[src/rtl/vga_pixel_fetch.sv]
// Raster-order framebuffer prefetcher: issues video read addresses, captures the
// returned bytes into a show-ahead FIFO and hands one pixel per pix_req to the VGA pipe.
module vga_pixel_fetch #(
  parameter int unsigned IMG_W      = 256,
  parameter int unsigned IMG_H      = 256,
  parameter int unsigned ADDR_W     = 32,
  parameter int unsigned BASE0      = 0,
  parameter int unsigned BASE1      = 65536,
  parameter int unsigned FIFO_DEPTH = 8,
  parameter int unsigned RD_LAT     = 1
) (
  input  logic              clk,
  input  logic              reset,
  input  logic              image_select,
  input  logic              frame_start,
  input  logic              pix_req,
  input  logic [7:0]        mem_rdata,
  output logic [ADDR_W-1:0] video_address,
  output logic [7:0]        pix_data,
  output logic              pix_valid,
  output logic              underflow,
  output logic              frame_done
);

  localparam int unsigned TOTAL = IMG_W * IMG_H;
  localparam int unsigned CW    = $clog2(TOTAL + 1);
  localparam int unsigned PW    = $clog2(FIFO_DEPTH);
  localparam int unsigned FCW   = PW + 1;

  typedef enum logic [1:0] {IDLE = 2'd0, FILL = 2'd1, RUN = 2'd2, DONE = 2'd3} state_t;

  state_t              state_q, state_d;
  logic [ADDR_W-1:0]   base_q, base_d;
  logic [ADDR_W-1:0]   addr_q, addr_d;
  logic [CW-1:0]       issue_cnt_q, issue_cnt_d;
  logic [CW-1:0]       pop_cnt_q, pop_cnt_d;
  logic [RD_LAT-1:0]   pipe_q, pipe_d;
  logic [PW-1:0]       wr_ptr_q, wr_ptr_d;
  logic [PW-1:0]       rd_ptr_q, rd_ptr_d;
  logic [FCW-1:0]      fifo_cnt_q, fifo_cnt_d;
  logic                underflow_q, underflow_d;
  logic                frame_done_q, frame_done_d;
  logic [7:0]          fifo_mem_q [FIFO_DEPTH];

  logic                active, has_data, push, pop, issue;
  int unsigned         inflight;

  always_comb begin
    inflight = 0;
    for (int unsigned i = 0; i < RD_LAT; i++) inflight += 32'(pipe_q[i]);

    active   = (state_q == FILL) || (state_q == RUN);
    has_data = (fifo_cnt_q != '0);
    // frame_start outranks everything: the stale return and any pop are discarded
    push     = pipe_q[RD_LAT-1] && !frame_start;
    pop      = pix_req && has_data && active && !frame_start;
    issue    = active && !frame_start && (issue_cnt_q < CW'(TOTAL)) &&
               ((32'(fifo_cnt_q) + inflight) < FIFO_DEPTH);

    state_d      = state_q;
    base_d       = base_q;
    addr_d       = addr_q;
    issue_cnt_d  = issue_cnt_q;
    pop_cnt_d    = pop_cnt_q;
    pipe_d       = '0;
    wr_ptr_d     = wr_ptr_q;
    rd_ptr_d     = rd_ptr_q;
    fifo_cnt_d   = fifo_cnt_q;
    underflow_d  = underflow_q | (pix_req & ~has_data);
    frame_done_d = 1'b0;

    if (frame_start) begin
      state_d     = FILL;
      base_d      = image_select ? ADDR_W'(BASE1) : ADDR_W'(BASE0);
      issue_cnt_d = '0;
      pop_cnt_d   = '0;
      wr_ptr_d    = '0;
      rd_ptr_d    = '0;
      fifo_cnt_d  = '0;
      underflow_d = 1'b0;
    end else begin
      pipe_d[0] = issue;
      for (int unsigned i = 1; i < RD_LAT; i++) pipe_d[i] = pipe_q[i-1];

      if (issue) begin
        addr_d      = base_q + ADDR_W'(issue_cnt_q);
        issue_cnt_d = issue_cnt_q + 1'b1;
      end
      if (push) wr_ptr_d = wr_ptr_q + 1'b1;
      if (pop) begin
        rd_ptr_d  = rd_ptr_q + 1'b1;
        pop_cnt_d = pop_cnt_q + 1'b1;
      end
      case ({push, pop})
        2'b10:   fifo_cnt_d = fifo_cnt_q + 1'b1;
        2'b01:   fifo_cnt_d = fifo_cnt_q - 1'b1;
        default: fifo_cnt_d = fifo_cnt_q;
      endcase

      unique case (state_q)
        IDLE: state_d = IDLE;
        FILL: if (fifo_cnt_q == FCW'(FIFO_DEPTH) || issue_cnt_q == CW'(TOTAL)) state_d = RUN;
        RUN:  state_d = RUN;
        DONE: state_d = IDLE;
      endcase
      if (pop && pop_cnt_q == CW'(TOTAL - 1)) begin
        state_d      = DONE;
        frame_done_d = 1'b1;
      end
    end
  end

  always_ff @(posedge clk or negedge reset) begin
    if (!reset) begin
      state_q      <= IDLE;
      base_q       <= '0;
      addr_q       <= '0;
      issue_cnt_q  <= '0;
      pop_cnt_q    <= '0;
      pipe_q       <= '0;
      wr_ptr_q     <= '0;
      rd_ptr_q     <= '0;
      fifo_cnt_q   <= '0;
      underflow_q  <= 1'b0;
      frame_done_q <= 1'b0;
    end else begin
      state_q      <= state_d;
      base_q       <= base_d;
      addr_q       <= addr_d;
      issue_cnt_q  <= issue_cnt_d;
      pop_cnt_q    <= pop_cnt_d;
      pipe_q       <= pipe_d;
      wr_ptr_q     <= wr_ptr_d;
      rd_ptr_q     <= rd_ptr_d;
      fifo_cnt_q   <= fifo_cnt_d;
      underflow_q  <= underflow_d;
      frame_done_q <= frame_done_d;
    end
  end

  always_ff @(posedge clk) begin
    if (push) fifo_mem_q[wr_ptr_q] <= mem_rdata;
  end

  assign video_address = addr_q;
  assign pix_valid     = has_data;
  assign pix_data      = has_data ? fifo_mem_q[rd_ptr_q] : '0;
  assign underflow     = underflow_q;
  assign frame_done    = frame_done_q;

endmodule

[config.mk]
export PLATFORM = sky130hd
export DESIGN_NAME = vga_pixel_fetch
export DESIGN_NICKNAME = d
export VERILOG_FILES = /design/src/rtl/vga_pixel_fetch.sv
export SDC_FILE = /design/constraint.sdc
export NUM_CORES = 1
export LEC_CHECK = 0
export CELL_PAD_IN_SITES_DETAIL_PLACEMENT = 1
export CELL_PAD_IN_SITES_GLOBAL_PLACEMENT = 2
export CORE_ASPECT_RATIO = 1.2
export CORE_MARGIN = 8
export CORE_UTILIZATION = 40
export DETAILED_ROUTE_END_ITERATION = 10
export GPL_ROUTABILITY_DRIVEN = 1
export PLACE_DENSITY = 0.91
export SLEW_MARGIN = 20
export SYNTH_ARGS = -nofsm -noshare
export SYNTH_HDL_FRONTEND = slang
export SYNTH_SLANG_ARGS = --single-unit
[constraint.sdc]
create_clock -name clk -period 3.5 [get_ports clk]
set_clock_uncertainty 0.05 [all_clocks]
set_input_delay 0.525 -clock clk [delete_from_list [all_inputs] [get_ports clk]]
set_output_delay 0.525 -clock clk [all_outputs]
set_load 0.02 [all_outputs]
==> out/results.ini <==
[placed_design]
pre_cts_ws_ps = 549.2
place_area_sq_um = 6591
gp_congestion = 0.7671
dpl.hpwl_um = 9943
port_buffers = 41

[power]
power.static_leakage_uw = 0.002686
ir_drop_mv = 0.3631
power_per_cell_area_nw_per_um2 = 683.6
totalPowerFinal_uw = 4928

[logic_synthesis]
syn_avg_cell_area_sq_um = 12.96
netlist_area_sq_um = 6001
ys.warnings.count = 0
synth_edf_count = 64
seq_area_frac_synth = 0.6038
syn_inst = 463
netlist_top_cells_count = 68 x dfrtp_1, 64 x edfxtp_1, 37 x nor2_1
synthArstFlopShare = 0.5152
yosysMostFrequentCell = dfrtp_1
synth_largest_area_cell = edfxtp_1
ys_ff_latch = 132
ys_dominant_reg_cell = dfrtp_1
synth.area.top_cells = edfxtp_1 32%, dfrtp_1 28%, mux4_2 6.0%, mux2_2 3.8%, nor2_1 2.3%
synth_top_area_frac = 0.3203
ys_types = 48

[layout]
antenna_cells = 0
final_core_utilization = 0.4858
drive_above_1_share = 0.1660
fin_area_sq_um = 7208
syn_to_final_growth_pct = 20.12
fin_nets = 534

[routing]
drt_first_iter_violations = 209
via_per_inst = 5.499
drc = 0
firstDrtPassIters = 4
drt-total-wl_um = 14830
ant_nets = 0
wire_per_inst_um = 20.37
vias = 4003

[timing]
fin_crit_sh = 0.8867
relSlewSlack = 0.3339
rsz0062_at_grt = no
final_max_slew_viol_count = 0
hold_viol_final = 0
timing.fmax_mhz = 322.2
setup_viol_count_final = 0
worstMarginPinSlew_ps = 995.5
finalWorstPathRequiredPeriod_ps = 3104
worst_slack_ps = 396.5
fin_tns_setup_ps = 0

[clock_network]
insertion_delay_ps = 420
cts_buffers = 17
cts_hold_buf = 0
h-tree-depth = 4
cts_sinks = 132
cts.root.buffer_cell = clkbuf_16
postCtsSetupBuffers = 0
cts_max_path_buffers = 2
tritoncts = built
cts_resized = 0
cts.reportedPaths.clkPinSlew_ps = 60

[critical_path]
reg2regPathDepth = 8
critPathCapture = pix_data[6]
crit_path_end_kind = output port
reg2reg_from = state_q[0]
required_ps = 2920
r2r-end = fifo_cnt_q[3]
crit_path_max_fanout = 18
r2r_setup_slack_ps = 760
start_kind = register
worstSetupPathType = register to output port
cp-startpoint = rd_ptr_q[1]
arrival_ps = 2530

[global_route]
first_global_vias = 4435
grt_pass1_wl_um = 24220
antenna_found_initial = 0
grt_use_total = 0.1649
globalRouteOverflowTotal = 0
grt_start_max_net_pins = 40

[die]
start_util = 0.4045
io-pin-count = 56
coreArea_sq_um = 14840
row_count = 49
design.die.area_sq_um = 19190
die_h_um = 150.2
dieWidth_um = 127.8

[job]
cap_violations = 0

[hold_path]
holdCritPathClass = input port to async pin

[run_status]
status = finished, final reports clean

==> power by group <==
group	total, uW	switching (uW)	internal [uW]
registers	1860	122	1740
clock network	1850	664	1190
logic	1220	700	516
==> per-layer routing <==
metal / global-route usage / wire length, um
met4: 0.06909 / 331
met2: 0.2930 / 7848
met3: 0.03898 / 566
met5: 0 / 0
met1: 0.1861 / 6086
==> worst min-delay path by stage <==
stage / startpoint / end / depth (start not counted)
after global placement: video_address[8] / video_address[8] / 2
after global routing: reset / video_address[2] / 1
final: reset / video_address[3] / 1
after CTS: reset / video_address[4] / 1
after detailed placement: video_address[8] / video_address[8] / 2
after floorplan: reset / base_q[16] / 0
==> critical path, cell delays in order, from the launching register on <==
cell	delay [ps]
dfrtp_1	910
mux4_2	420
mux2i_1	170
nor2_1	70
clkdlybuf4s50_1	540
==> registers in the layout, summed over array words and instances, names as in the netlist <==
name           count
fifo_mem_q        64
pipe_q             1
rd_ptr_q           3
wr_ptr_q           3
fifo_cnt_q         4
issue_cnt_q       17
pop_cnt_q         17
underflow          1
state_q            2
video_address     18
base_q             1
frame_done         1
==> cells by family (layout without fill, tap and decap cells) <==
family / Yosys count / count (layout) / synth area share
simple gates: 142 / 142 / 0.1253
flops: 132 / 132 / 0.6038
compound gates: 61 / 61 / 0.06631
buf+inv: 56 / 104 / 0.04712
mux: 45 / 45 / 0.1126
xor+xnor: 16 / 16 / 0.02335
fa+ha+maj: 10 / 10 / 0.02085
other cells: 1 / 14 / 0.0006249
==> cell type report <==
cell class	instances	area, sq um
tap	204	255.2
timing repair buffer	55	505.5
inverter	17	63.81
clock inverter	13	183.9
clock buffer	19	432.9
fill	1554	7629
multi-input combinational	288	2143
sequential	132	3623
==> placed cells by master, fill, tap and decap left out, drive strengths merged, types with 5 or more instances in the layout <==
cell,count
o21ai,13
clkinv,6
inv,18
clkbuf,19
edfxtp,64
clkdlybuf4s50,39
nand4,10
ha,10
nor3,9
dfrtp,68
or3,5
or4,8
nand2,23
nor4,18
nor2,37
buf,16
o31ai,8
mux2,20
conb,14
xor2,7
mux4,16
a21oi,20
xnor2,9
mux2i,9
nand3,15
==> per-stage QoR <==
stage	hold WS, ps	cells
floorplan	179.4	476
global placement	424.1	696
detailed placement	427.9	696
global route	235.6	728
finish	172.7	728
CTS	192.3	728
No activity file was read; power rests on OpenSTA's default activity.
